File: config.mk
export PLATFORM = sky130hd
export DESIGN_NAME = sensor_frame_rx
export DESIGN_NICKNAME = d
export VERILOG_FILES = /design/src/rtl/sensor_frame_rx.sv
export SDC_FILE = /design/constraint.sdc
export NUM_CORES = 1
export LEC_CHECK = 0
export ABC_AREA = 1
export CAP_MARGIN = 25
export CORE_MARGIN = 1.5
export CORE_UTILIZATION = 42
export DETAILED_ROUTE_END_ITERATION = 8
export PLACE_DENSITY = 0.55
export SYNTH_ARGS = -nofsm -noshare
export SYNTH_HDL_FRONTEND = slang
export SYNTH_SLANG_ARGS = --single-unit
File: constraint.sdc
create_clock -name clock -period 2.1 [get_ports clock]
set_input_delay 0.63 -clock clock [delete_from_list [all_inputs] [get_ports clock]]
set_output_delay 0.63 -clock clock [all_outputs]
set_load 0.02 [all_outputs]
File: src/rtl/sensor_frame_rx.sv
// sensor_frame_rx
//   Receives the two-byte sensor reply (data byte, then CRC-8 byte) from the shared
//   sensor line. Each byte is an 8N1 UART frame. The CRC of the data byte is checked
//   against the second byte, and the result goes to the bus arbiter FSM.
//
//   Parameters
//     CLKS_PER_BIT  clock cycles per UART bit
//     TIMEOUT_BITS  bit-times allowed between the byte 0 stop-bit sample and the byte 1 start edge
//     CRC_POLY      CRC-8 polynomial (MSB-first, init 0, no reflection, no final XOR)
//
//   Ports
//     clock         system clock
//     resetn        asynchronous reset, active-low
//     i_rx          serial line, idle high, asynchronous to clock
//     o_active_rx   high from the byte 0 start detect until the reply completes or aborts
//     o_done_rx     one-cycle pulse; o_data_rx / o_result_crc are valid
//     o_data_rx     received data byte, held until the next o_done_rx
//     o_result_crc  1 = the CRC byte matched the CRC-8 of the data byte
//     o_frame_err   one-cycle pulse: stop bit low, or inter-byte timeout
//     dbg_state     current FSM state, for observation only
//
//   Handshake: o_done_rx and o_frame_err are single-cycle pulses with no back-pressure.
//   The consumer must capture o_data_rx / o_result_crc on o_done_rx, or at any time
//   afterwards before the next o_done_rx. The two pulses never assert in the same cycle.
module sensor_frame_rx #(
  parameter int          CLKS_PER_BIT = 434,
  parameter int          TIMEOUT_BITS = 20,
  parameter logic [7:0]  CRC_POLY     = 8'h07
) (
  input  logic       clock,
  input  logic       resetn,
  input  logic       i_rx,
  output logic       o_active_rx,
  output logic       o_done_rx,
  output logic [7:0] o_data_rx,
  output logic       o_result_crc,
  output logic       o_frame_err,
  output logic [2:0] dbg_state
);

  localparam int CW = $clog2(CLKS_PER_BIT + 1);
  localparam int TW = $clog2(TIMEOUT_BITS * CLKS_PER_BIT + 1);

  localparam logic [CW-1:0] HALF_M1 = CW'(CLKS_PER_BIT / 2 - 1);
  localparam logic [CW-1:0] FULL_M1 = CW'(CLKS_PER_BIT - 1);
  localparam logic [TW-1:0] TMO_M1  = TW'(TIMEOUT_BITS * CLKS_PER_BIT - 1);

  localparam logic [2:0] S_IDLE  = 3'd0;
  localparam logic [2:0] S_START = 3'd1;
  localparam logic [2:0] S_DATA  = 3'd2;
  localparam logic [2:0] S_STOP  = 3'd3;
  localparam logic [2:0] S_GAP   = 3'd4;

  logic [2:0]    state;
  logic          rx_meta, rx_s, rx_prev;
  logic [CW-1:0] clk_cnt;
  logic [2:0]    bit_cnt;
  logic [TW-1:0] tmo_cnt;
  logic          byte_idx;
  logic [7:0]    shift;
  logic [7:0]    data_reg;
  logic [7:0]    crc_reg;
  logic          rx_fall;

  // A start is recognised only on a high-to-low transition. A line held low
  // (break) therefore cannot restart reception until it has gone high again.
  assign rx_fall   = rx_prev & ~rx_s;
  assign dbg_state = state;

  // CRC-8 of one byte with a zero initial value: load the byte, then do 8 shift/XOR steps.
  function automatic logic [7:0] crc8(input logic [7:0] d);
    logic [7:0] c;
    c = d;
    for (int i = 0; i < 8; i++) begin
      c = c[7] ? ({c[6:0], 1'b0} ^ CRC_POLY) : {c[6:0], 1'b0};
    end
    return c;
  endfunction

  always_ff @(posedge clock or negedge resetn) begin
    if (!resetn) begin
      rx_meta      <= 1'b1;
      rx_s         <= 1'b1;
      rx_prev      <= 1'b1;
      state        <= S_IDLE;
      clk_cnt      <= '0;
      bit_cnt      <= '0;
      tmo_cnt      <= '0;
      byte_idx     <= 1'b0;
      shift        <= '0;
      data_reg     <= '0;
      crc_reg      <= '0;
      o_active_rx  <= 1'b0;
      o_done_rx    <= 1'b0;
      o_data_rx    <= '0;
      o_result_crc <= 1'b0;
      o_frame_err  <= 1'b0;
    end else begin
      rx_meta     <= i_rx;
      rx_s        <= rx_meta;
      rx_prev     <= rx_s;
      o_done_rx   <= 1'b0;
      o_frame_err <= 1'b0;

      case (state)
        S_IDLE: begin
          // In IDLE the byte index is always 0, so every start here opens a new reply.
          if (rx_fall) begin
            state       <= S_START;
            clk_cnt     <= '0;
            o_active_rx <= 1'b1;
          end
        end

        S_START: begin
          if (clk_cnt == HALF_M1) begin
            clk_cnt <= '0;
            if (rx_s) begin
              // Glitch. Before byte 0, go back to idle. Before byte 1, resume
              // waiting in GAP. The timeout count continues from where it stopped.
              if (byte_idx) begin
                state <= S_GAP;
              end else begin
                state       <= S_IDLE;
                o_active_rx <= 1'b0;
              end
            end else begin
              state   <= S_DATA;
              bit_cnt <= '0;
            end
          end else begin
            clk_cnt <= clk_cnt + 1'b1;
          end
        end

        S_DATA: begin
          if (clk_cnt == FULL_M1) begin
            clk_cnt <= '0;
            shift   <= {rx_s, shift[7:1]};
            bit_cnt <= bit_cnt + 3'd1;
            if (bit_cnt == 3'd7) state <= S_STOP;
          end else begin
            clk_cnt <= clk_cnt + 1'b1;
          end
        end

        S_STOP: begin
          if (clk_cnt == FULL_M1) begin
            clk_cnt <= '0;
            if (!rx_s) begin
              o_frame_err <= 1'b1;
              o_active_rx <= 1'b0;
              byte_idx    <= 1'b0;
              state       <= S_IDLE;
            end else if (!byte_idx) begin
              data_reg <= shift;
              crc_reg  <= crc8(shift);
              byte_idx <= 1'b1;
              tmo_cnt  <= '0;
              state    <= S_GAP;
            end else begin
              o_data_rx    <= data_reg;
              o_result_crc <= (shift == crc_reg);
              o_done_rx    <= 1'b1;
              o_active_rx  <= 1'b0;
              byte_idx     <= 1'b0;
              state        <= S_IDLE;
            end
          end else begin
            clk_cnt <= clk_cnt + 1'b1;
          end
        end

        S_GAP: begin
          if (rx_fall) begin
            state   <= S_START;
            clk_cnt <= '0;
          end else if (tmo_cnt == TMO_M1) begin
            o_frame_err <= 1'b1;
            o_active_rx <= 1'b0;
            byte_idx    <= 1'b0;
            state       <= S_IDLE;
          end else begin
            tmo_cnt <= tmo_cnt + 1'b1;
          end
        end

        default: state <= S_IDLE;
      endcase
    end
  end

endmodule

### After elaboration in Yosys (flattened, before gate mapping)

Cells that the tools add are included.

* bits in registers: 69
* input port bits: 3
* word-level logic and storage cells: 128

* $add $sub $neg: 3
* equality and inequality tests: 25
* muxes and demuxes: 57
* bitwise gates (word level): 11
* reductions and logical operators: 16

Operator list (count)
* $mux W14: 5
* $mux W3: 22
* $pmux W14 S2: 1
* $mux W9: 3
* $pmux W9 S3: 1
* $ne A2 B2 Y1 const B: 13
* $not A3 Y3: 8
* $mux W1: 20
* $reduce_and A4 Y1: 4
* $pmux W3 S5: 1
* $add A14 B1 Y14 const B: 1
* $eq A14 B14 Y1 const B: 1
* $reduce_and A6 Y1: 2
* $add A9 B1 Y9 const B: 1
* $eq A9 B8 Y1 const B: 1
* $eq A9 B9 Y1 const B: 1
* $reduce_and A9 Y1: 1
* $eq A8 B8 Y1: 1
* $eq A3 B2 Y1 const B: 2
* $eq A3 B3 Y1 const B: 2
* $ne A3 B3 Y1 const B: 2
* $pmux W3 S2: 1
* $pmux W1 S2: 2
* $pmux W1 S4: 1
* other kinds (11): 15

### Depth between registers and ports, before layout

Gate-level depths: netlist (run 1).

* word-level depth: 16
* gate-level depth with buffers: 13
* depth with buffers taken out: 13

### Least setup slack after synthesis (run 1)

OpenSTA, ideal clock, no wires.

* kind: flip-flop to flip-flop
* start point: register clk_cnt[1]
* end point: register o_data_rx[4]
* setup time: 118 ps
* arrival time: 1476 ps
* required time: 1982 ps
* slack: 506 ps
* cell stages (with the launch flop): 13
* buffers on the path: 1
* clock period less this slack: 1594 ps
* cell sequence: dfrtp_1 > inv_1 > ha_1 > nand2_1 > nor2_1 > nand2_2 > nor2_2 > inv_2 > nor2_8 > inv_2 > buf_6 > nand2_1 > o21ai_2

* longest elaborated chain between the ends: 2

Ends and longest elaborated chain
* start: declaration: RTL line 56 `logic [CW-1:0] clk_cnt;`
* start signal: assignment: RTL line 132 `clk_cnt <= clk_cnt + 1'b1;`
* start signal: assignment: RTL line 143 `clk_cnt <= clk_cnt + 1'b1;`
* start signal: assignment: RTL line 170 `clk_cnt <= clk_cnt + 1'b1;`
* $eq A9 B9 Y1: RTL line 148 `if (clk_cnt == FULL_M1) begin`
* $reduce_and A4 Y1 (no source line)
* end signal: assignment: RTL line 162 `o_data_rx <= data_reg;`
* end: declaration: RTL line 35 `output logic [7:0] o_data_rx,`

Every way passes these cells.
A chain may end at the register's enable or synchronous reset.

### Worst setup path after layout (run 1)

* start point: register o_result_crc
* end point: output port o_result_crc

RTL lines
* start: declaration: RTL line 36 `output logic o_result_crc,`
* start signal: assignment: RTL line 163 `o_result_crc <= (shift == crc_reg);`

No word-level cell between the ends.

==> out/summary.txt, run 1 <==
Post-synth EDFFs = 0
Reg-to-Reg Start = dbg_state[0]$_DFFE_PN0P_
commonest cells in the netlist = 132 x nand2_1, 66 x dfrtp_1, 50 x inv_1
Buf+Inv Stages, Crit Path = 1
crit-path max cell delay = 0.61 ns
worst slew pin tran = 0.412 ns
Detail Placement HPWL = 5210 um
CTS sink count = 69
Detailed Route WL = 7060 um
delay-heaviest family, CP = buffers and inverters
status = finished clean
GR Util All Layers = 0.183
FMAX = 514 MHz
CP Capture Type = primary output
Iter 0 DRT Violations = 86
largest net degree at the start of global routing = 36
Initial Util = 0.438
Worst Hold Class = input pin to async pin
final hold slack = 0.204 ns
Critical Path Source = o_result_crc$_DFFE_PN0P_
Placer Congestion = 0.807
Synth Register Bits = 69
Die H = 96.0 um
leakage = 1.95 nW
Worst R2R Path Depth = 9
Critical Path AT = 1.32 ns
antenna violations before repair = 0
Biggest register = tmo_cnt
min Tclk post-route = 1.95 ns
biggest regs = tmo_cnt x14, clk_cnt x9
Layout Utilization = 0.492
clock skew = 0.00595 ns
CP max stage cell = clkdlybuf4s50_1
grt total ovfl = 0
Slew Viols, Final = 0
Tcrit/Tclk final = 0.926
Critical Path Start Type = flip-flop
Tot Pwr = 0.00324 W
max FFs per register = 14
Slew HR = 0.724
Mapped Nets = 462
Antenna diodes = 0
Vias/cell = 4.73
Pwr per Cell Area = 795 nW/um2
I/O pins = 18
Fillers = 822
CP required = 1.47 ns
RSZ-0062 raised after global routing = no
critical path depth = 1
Die Wd = 96.0 um
Placement Setup Slack = 0.268 ns
Syn-to-layout area delta = 12.4%
crit path cell chain = clkdlybuf4s50_1
critical path class = flip-flop to primary output
most frequent cell after synthesis = nand2_1
H-tree depth = 3
Core ar. = 8300 um2
final setup vio count = 0
clock slew seen by the registers of the worst setup and hold paths = 0.08 ns
remaining antenna violation count = 0
fraction of layout cells with a size suffix above 1 = 0.104
drt wl/cell = 12.1 um
PnR worst setup slack = 0.155 ns
maxcap violations = 0
Rows = 33
synthesis warning total = 0
cts hold-fix bufs = 0
share of flip-flops with an asynchronous set or reset = 1.00
TritonRoute pass-1 iters = 5
cell taking the most area after synthesis = dfrtp_1
Peak VDD IR = 0.000502 V
Mapped Cells = 453
final hold violations = 0
Area contributors post-synth = dfrtp_1 45%, nand2_1 14%, inv_1 5.2%, nand3_1 4.4%, nor2_1 3.9%
CTS Root Cell = clkbuf_8
post-synth cell types = 33
vias post-DR = 2769
crit path max fanout = 2
Seq/Total Area, Yosys = 0.476
Avg Cell Area, Syn = 8.02 um2
predominant post-synthesis flop cell = dfrtp_1
Die Area = 9220 um2
CTS buffer count = 9
Setup TNS Final = 0 ns
first-pass GRT wire length = 12900 um
nets@finish = 484
Skew-Pair Late Insertion Delay = 0.34 ns
vias in the first global route = 2745
Yosys top cell area share = 0.455
port bufs = 17
DRC Markers = 0
Mapped Area = 3630 um2
CTS tree = yes
number of buffers on the longest clock path = 2
==> layout by cell type, fill, tap and decap left out, drive strengths merged <==
| cell | synthesis | layout |
|---|---|---|
| a21oi | 4 | 4 |
| a31oi | 1 | 1 |
| buf | 7 | 7 |
| clkbuf | 5 | 10 |
| clkdlybuf4s50 | 0 | 13 |
| clkinv | 0 | 3 |
| clkinvlp | 0 | 2 |
| dfrtp | 66 | 66 |
| dfstp | 3 | 3 |
| dlygate4sd2 | 0 | 3 |
| ha | 6 | 6 |
| inv | 55 | 56 |
| nand2 | 137 | 137 |
| nand3 | 32 | 32 |
| nand3b | 1 | 1 |
| nand4 | 8 | 8 |
| nor2 | 43 | 43 |
| nor3 | 3 | 3 |
| nor4 | 1 | 1 |
| o211ai | 1 | 1 |
| o21ai | 46 | 46 |
| o21bai | 4 | 4 |
| o22ai | 2 | 2 |
| or2 | 1 | 1 |
| xnor2 | 11 | 11 |
| xor2 | 16 | 16 |
==> cell families (layout without fill, tap and decap cells) <==
group                      Yosys count  after routing  share of synthesized area
AOI/OAI and AO/OA                   58             58                     0.0937
and+or+nand+nor                    226            226                      0.268
adders and majority gates            6              6                     0.0207
DFF                                 69             69                      0.476
xor gates and xnor gates            27             27                     0.0651
buffers and inverters               67             94                     0.0758
==> repair_timing <==
action / in CTS / in global routing
setup endpoints to repair: 3 / 0
setup buffers: 0 / 0
resized for setup: 4 / 0
==> power breakdown <==
part           leakage, nW  switching (W)  internal, W
Clock               0.0824       0.000511     0.000426
Sequential           0.943      0.0000987      0.00141
Combinational        0.926       0.000527     0.000268
Total                 1.95        0.00114      0.00211
==> worst reg2reg max path, stage by stage (launching register included) <==
cell     delay, ns
dfrtp_1       0.47
nor2_2        0.21
nand2_1       0.16
inv_2         0.09
buf_4         0.16
nand3_1       0.15
nand3_1       0.11
buf_4         0.23
nand2_1       0.07
o21ai_0       0.07
==> final timing paths <==
path,to,slack (ns)
hold / removal,o_data_rx[1]$_DFFE_PN0P_,0.20
setup reg to reg,tmo_cnt[3]$_DFFE_PN0P_,0.31
hold reg to reg,rx_s$_DFF_PN1_,0.36
min in group clock,rx_s$_DFF_PN1_,0.36
max in group asynchronous,rx_meta$_DFF_PN1_,1.22
setup / recovery,o_result_crc,0.15
==> layer usage <==
layer / global-route usage / wire, um / vias to the layer above
met4: 0.0748 / 104 / 0
met2: 0.278 / 3070 / 29
met1: 0.256 / 3720 / 1258
met5: 0 / 0 / -
li1: - / - / 1473
met3: 0.0340 / 164 / 9
==> stage by stage <==
step	cell area, um2	instances
5_1_grt	4080	585
4_1_cts	4080	585
6_report	4080	585
3_3_place_gp	3920	569
3_5_place_dp	3920	569
2_1_floorplan	3630	453
==> cell type report <==
class,count,area (um2),area share
clock buffers,10,128,0.0313
clock inverters,6,38.8,0.00950
inverters,55,206,0.0506
multi-input cells,317,1630,0.399
flip-flops and latches,69,1730,0.424
well taps,105,131,0.0322
repair buffers,23,219,0.0536
(Power assumes the default switching activity.)
==> run 2, diff against run 1 <==
- PLACE_DENSITY: 0.55 -> default
- PLACE_DENSITY_LB_ADDON: default -> 0.25
==> out/summary.txt, run 2 (synthesized netlist as in run 1, its figures left out) <==
Vias/cell = 4.84
RSZ-0062 raised after global routing = no
biggest regs = tmo_cnt x14, clk_cnt x9
min Tclk post-route = 1.97 ns
vias post-DR = 2829
clock skew = 0.00768 ns
Die Wd = 96.0 um
TritonRoute pass-1 iters = 4
Critical Path Start Type = flip-flop
commonest non-fill, non-tap cell in the layout = nand2_1
Slew HR = 0.754
Setup TNS Final = 0 ns
CTS sink count = 69
cts hold-fix bufs = 0
GR Util All Layers = 0.176
status = finished clean
Detail Placement HPWL = 4750 um
number of buffers on the longest clock path = 2
DRC Markers = 0
FMAX = 507 MHz
CTS buffer count = 9
CTS Root Cell = clkbuf_8
Buf+Inv Stages, Crit Path = 1
Core ar. = 8300 um2
Tcrit/Tclk final = 0.939
crit path max fanout = 2
vias in the first global route = 2786
remaining antenna violation count = 0
Peak VDD IR = 0.000651 V
Worst R2R Path Depth = 9
worst slew pin tran = 0.367 ns
final hold violations = 0
Critical Path AT = 1.34 ns
Antenna diodes = 0
final setup vio count = 0
critical path class = flip-flop to primary output
Placer Congestion = 0.832
Reg2Reg Setup Slack = 0.33 ns
maxcap violations = 0
crit-path max cell delay = 0.62 ns
CP Capture Type = primary output
DP Cell Count = 568
Worst Hold Class = input pin to async pin
delay-heaviest family, CP = buffers and inverters
Die Area = 9220 um2
antenna violations before repair = 0
CP max stage cell = clkdlybuf4s50_1
Critical Path Source = o_active_rx$_DFFE_PN0P_
Iter 0 DRT Violations = 108
Pwr per Cell Area = 875 nW/um2
commonest non-fill, non-tap cells in the layout = 132 x nand2_1, 65 x dfrtp_1, 50 x inv_1, 38 x nor2_1, 32 x nand3_1
Slew Viols, Final = 0
I/O pins = 18
Rows = 33
CP required = 1.47 ns
Die H = 96.0 um
CTS tree = yes
drt wl/cell = 11.6 um
max FFs per register = 14
Syn-to-layout area delta = 14.4%
fraction of layout cells with a size suffix above 1 = 0.104
Biggest register = tmo_cnt
Skew-Pair Late Insertion Delay = 0.35 ns
Detailed Route WL = 6780 um
leakage = 1.98 nW
largest net degree at the start of global routing = 70
grt total ovfl = 0
Initial Util = 0.438
clock slew seen by the registers of the worst setup and hold paths = 0.08 ns
final std cells w/o fill = 584
first-pass GRT wire length = 12500 um
nets@finish = 483
Reg-to-Reg Start = dbg_state[0]$_DFFE_PN0P_
port bufs = 17
crit path cell chain = clkdlybuf4s50_1
R2R Path End = tmo_cnt[10]$_DFFE_PN0P_
H-tree depth = 3
## run 2: changes by cell type in the layout (fill, tap and decap cells not counted), sizes merged
cell | before | now
clkinv | 3 | 1
bufinv | 0 | 3
buf | 7 | 6
clkbuf | 10 | 9
## run 2: worst max path at each step
stage / to / slack (ns) / cells past startpoint
final: o_active_rx / 0.13 / 1
after global routing: o_data_rx[2] / 0.08 / 1
after CTS: o_active_rx / 0.12 / 1
after detailed placement: dbg_state[2] / 0.28 / 1
after global placement: dbg_state[2] / 0.29 / 1
after floorplan: o_data_rx[4]$_DFFE_PN0P_ / 0.51 / 12
## run 2: metal layers
metal  track usage  vias to the layer above  share of wire
met2         0.282                       42           0.46
met3        0.0411                        9          0.033
met1         0.229                     1305           0.50
met4        0.0674                        0          0.012
met5             0                        -              0
li1              -                     1473              -
## run 2: final cells by class
class | count | area, um2
fill | 806 | 4150
sequential | 69 | 1730
multi-input combinational | 317 | 1630
timing repair buffer | 22 | 211
inverter | 55 | 206
tap | 105 | 131
clock buffer | 9 | 124
clock inverter | 7 | 123
## run 2: what timing repair did
item,in CTS,in global routing
setup buffers,0,0
resized for setup,4,0
endpoints found under the setup margin,3,0
## run 2: power by group
group | leakage (nW) | internal (W) | switching, W
sequential | 0.943 | 0.00141 | 0.000102
clock | 0.116 | 0.000794 | 0.000541
combinational | 0.921 | 0.000269 | 0.000515
## run 2: metrics by stage
step / util / hold WS [ns] / total power, W / instance area [um2] / worst slack [ns]
2_1_floorplan: - / 0.334 / 0.00211 / 3630 / 0.506
3_3_place_gp: 0.471 / 0.346 / 0.00232 / 3910 / 0.289
3_5_place_dp: 0.471 / 0.347 / 0.00234 / 3910 / 0.282
4_1_cts: 0.501 / 0.302 / 0.00368 / 4150 / 0.117
5_1_grt: 0.501 / 0.322 / 0.00389 / 4150 / 0.0798
6_report: 0.501 / 0.284 / 0.00364 / 4150 / 0.127
## run 2: worst reg2reg max path, stage by stage (launching register included)
cell and delay, ns:
dfrtp_1 0.47, nor2_2 0.22, nand2_1 0.16, inv_2 0.09
buf_4 0.16, nand3_1 0.13, nand3_1 0.10, buf_4 0.22
nand2_1 0.07, o21ai_0 0.08
==> run 3, diff against run 2 <==
- CORE_UTILIZATION: 42 -> 60
- clock period: 2.1 -> 2.2 ns (I/O delays scaled with it)
==> out/summary.txt, run 3 (synthesized netlist as in run 1, its figures left out) <==
Skew-Pair Late Insertion Delay = 0.35 ns
Placer Congestion = 0.852
CP Capture Type = primary output
Critical Path AT = 1.49 ns
RSZ-0062 raised after global routing = no
min Tclk post-route = 2.15 ns
power share of the sequential group = 0.424
cts hold-fix bufs = 0
crit-path max cell delay = 0.66 ns
Layout Utilization = 0.693
CP required = 1.54 ns
Pwr per Cell Area = 832 nW/um2
I/O pins = 18
PnR worst setup slack = 0.0533 ns
Resized cells post-CTS = 1
final setup vio count = 0
status = finished clean
clock slew seen by the registers of the worst setup and hold paths = 0.08 ns
Critical Path Start Type = flip-flop
Slew HR = 0.681
Biggest register = tmo_cnt
antenna violations before repair = 0
CP max stage cell = clkdlybuf4s50_1
worst slew pin tran = 0.477 ns
biggest regs = tmo_cnt x14, clk_cnt x9
Initial Util = 0.617
DRC Markers = 0
drt wl/cell = 11.9 um
Die Wd = 80.8 um
Internal Power = 0.00227 W
largest net degree at the start of global routing = 70
commonest non-fill, non-tap cell in the layout = nand2_1
remaining antenna violation count = 0
Antenna diodes = 0
clock skew = 0.00736 ns
Placement Setup Slack = 0.357 ns
Rows = 28
Tot Pwr = 0.00340 W
Worst Hold Class = input pin to async pin
Iter 0 DRT Violations = 163
nets@finish = 480
max FFs per register = 14
TritonRoute pass-1 iters = 4
Vias/cell = 5.09
maxcap violations = 0
Detailed Route WL = 6580 um
placed cell area = 3850 um2
delay-heaviest family, CP = buffers and inverters
clock network power share = 0.348
critical path class = flip-flop to primary output
H-tree depth = 3
Core ar. = 5890 um2
Buf+Inv Stages, Crit Path = 1
Detail Placement HPWL = 4610 um
Syn-to-layout area delta = 12.4%
CTS Root Cell = clkbuf_8
final hold violations = 0
Die H = 80.8 um
number of buffers on the longest clock path = 2
crit path max fanout = 7
GR Util All Layers = 0.226
post-route design area = 4080 um2
leakage = 1.96 nW
CTS buffer count = 9
vias post-DR = 2803
post-CTS setup buffers = 0
crit path cell chain = clkdlybuf4s50_1
fraction of layout cells with a size suffix above 1 = 0.0987
CTS tree = yes
Die Area = 6530 um2
first-pass GRT wire length = 11400 um
Tcrit/Tclk final = 0.976
Comb power frac = 0.228
Setup TNS Final = 0 ns
Peak VDD IR = 0.000689 V
port bufs = 17
Slew Viols, Final = 0
Switch Pwr = 0.00113 W
commonest non-fill, non-tap cells in the layout = 132 x nand2_1, 65 x dfrtp_1, 50 x inv_1, 38 x nor2_1, 32 x nand3_1
switching share of power = 0.331
CTS sink count = 69
vias in the first global route = 2661
FMAX = 466 MHz
grt total ovfl = 0
run 3: stage by stage:
stage          instances  hold WS [ns]
2_1_floorplan        453         0.345
3_3_place_gp         535         0.347
3_5_place_dp         535         0.351
4_1_cts              551         0.334
5_1_grt              551         0.348
6_report             551         0.320
run 3: power by group through the flow:
stage,combinational (W),clock (W),sequential [W]
final,0.000774,0.00118,0.00144
after floorplan,0.000534,0,0.00148
after detailed placement,0.000766,0,0.00147
after global routing,0.000873,0.00126,0.00146
after global placement,0.000742,0,0.00146
after CTS,0.000776,0.00121,0.00144
run 3: path summary, 6_finish.rpt:
check	startpoint	end	slack [ns]	cells past startpoint
setup / recovery	dbg_state[0]$_DFFE_PN0P_	dbg_state[0]	0.05	1
hold / removal	resetn	tmo_cnt[5]$_DFFE_PN0P_	0.32	2
setup reg to reg	clk_cnt[1]$_DFFE_PN0P_	crc_reg[6]$_DFFE_PN0P_	0.39	9
hold reg to reg	rx_meta$_DFF_PN1_	rx_s$_DFF_PN1_	0.36	0
max in group asynchronous	resetn	rx_meta$_DFF_PN1_	1.55	2
min in group clock	rx_meta$_DFF_PN1_	rx_s$_DFF_PN1_	0.36	0
run 3: layout make-up:
| cell class | instances | area [um2] |
|---|---|---|
| clock buffer | 9 | 124 |
| inverter | 55 | 206 |
| multi-input combinational | 317 | 1630 |
| sequential | 69 | 1730 |
| fill | 474 | 1800 |
| tap | 75 | 93.8 |
| clock inverter | 7 | 106 |
| timing repair buffer | 19 | 193 |
run 3: routing by layer:
layer / global-route usage / share of wire / vias to the layer above
li1: - / - / 1458
met1: 0.284 / 0.47 / 1286
met2: 0.378 / 0.47 / 50
met3: 0.0573 / 0.036 / 9
met4: 0.0810 / 0.016 / 0
met5: 0 / 0 / -
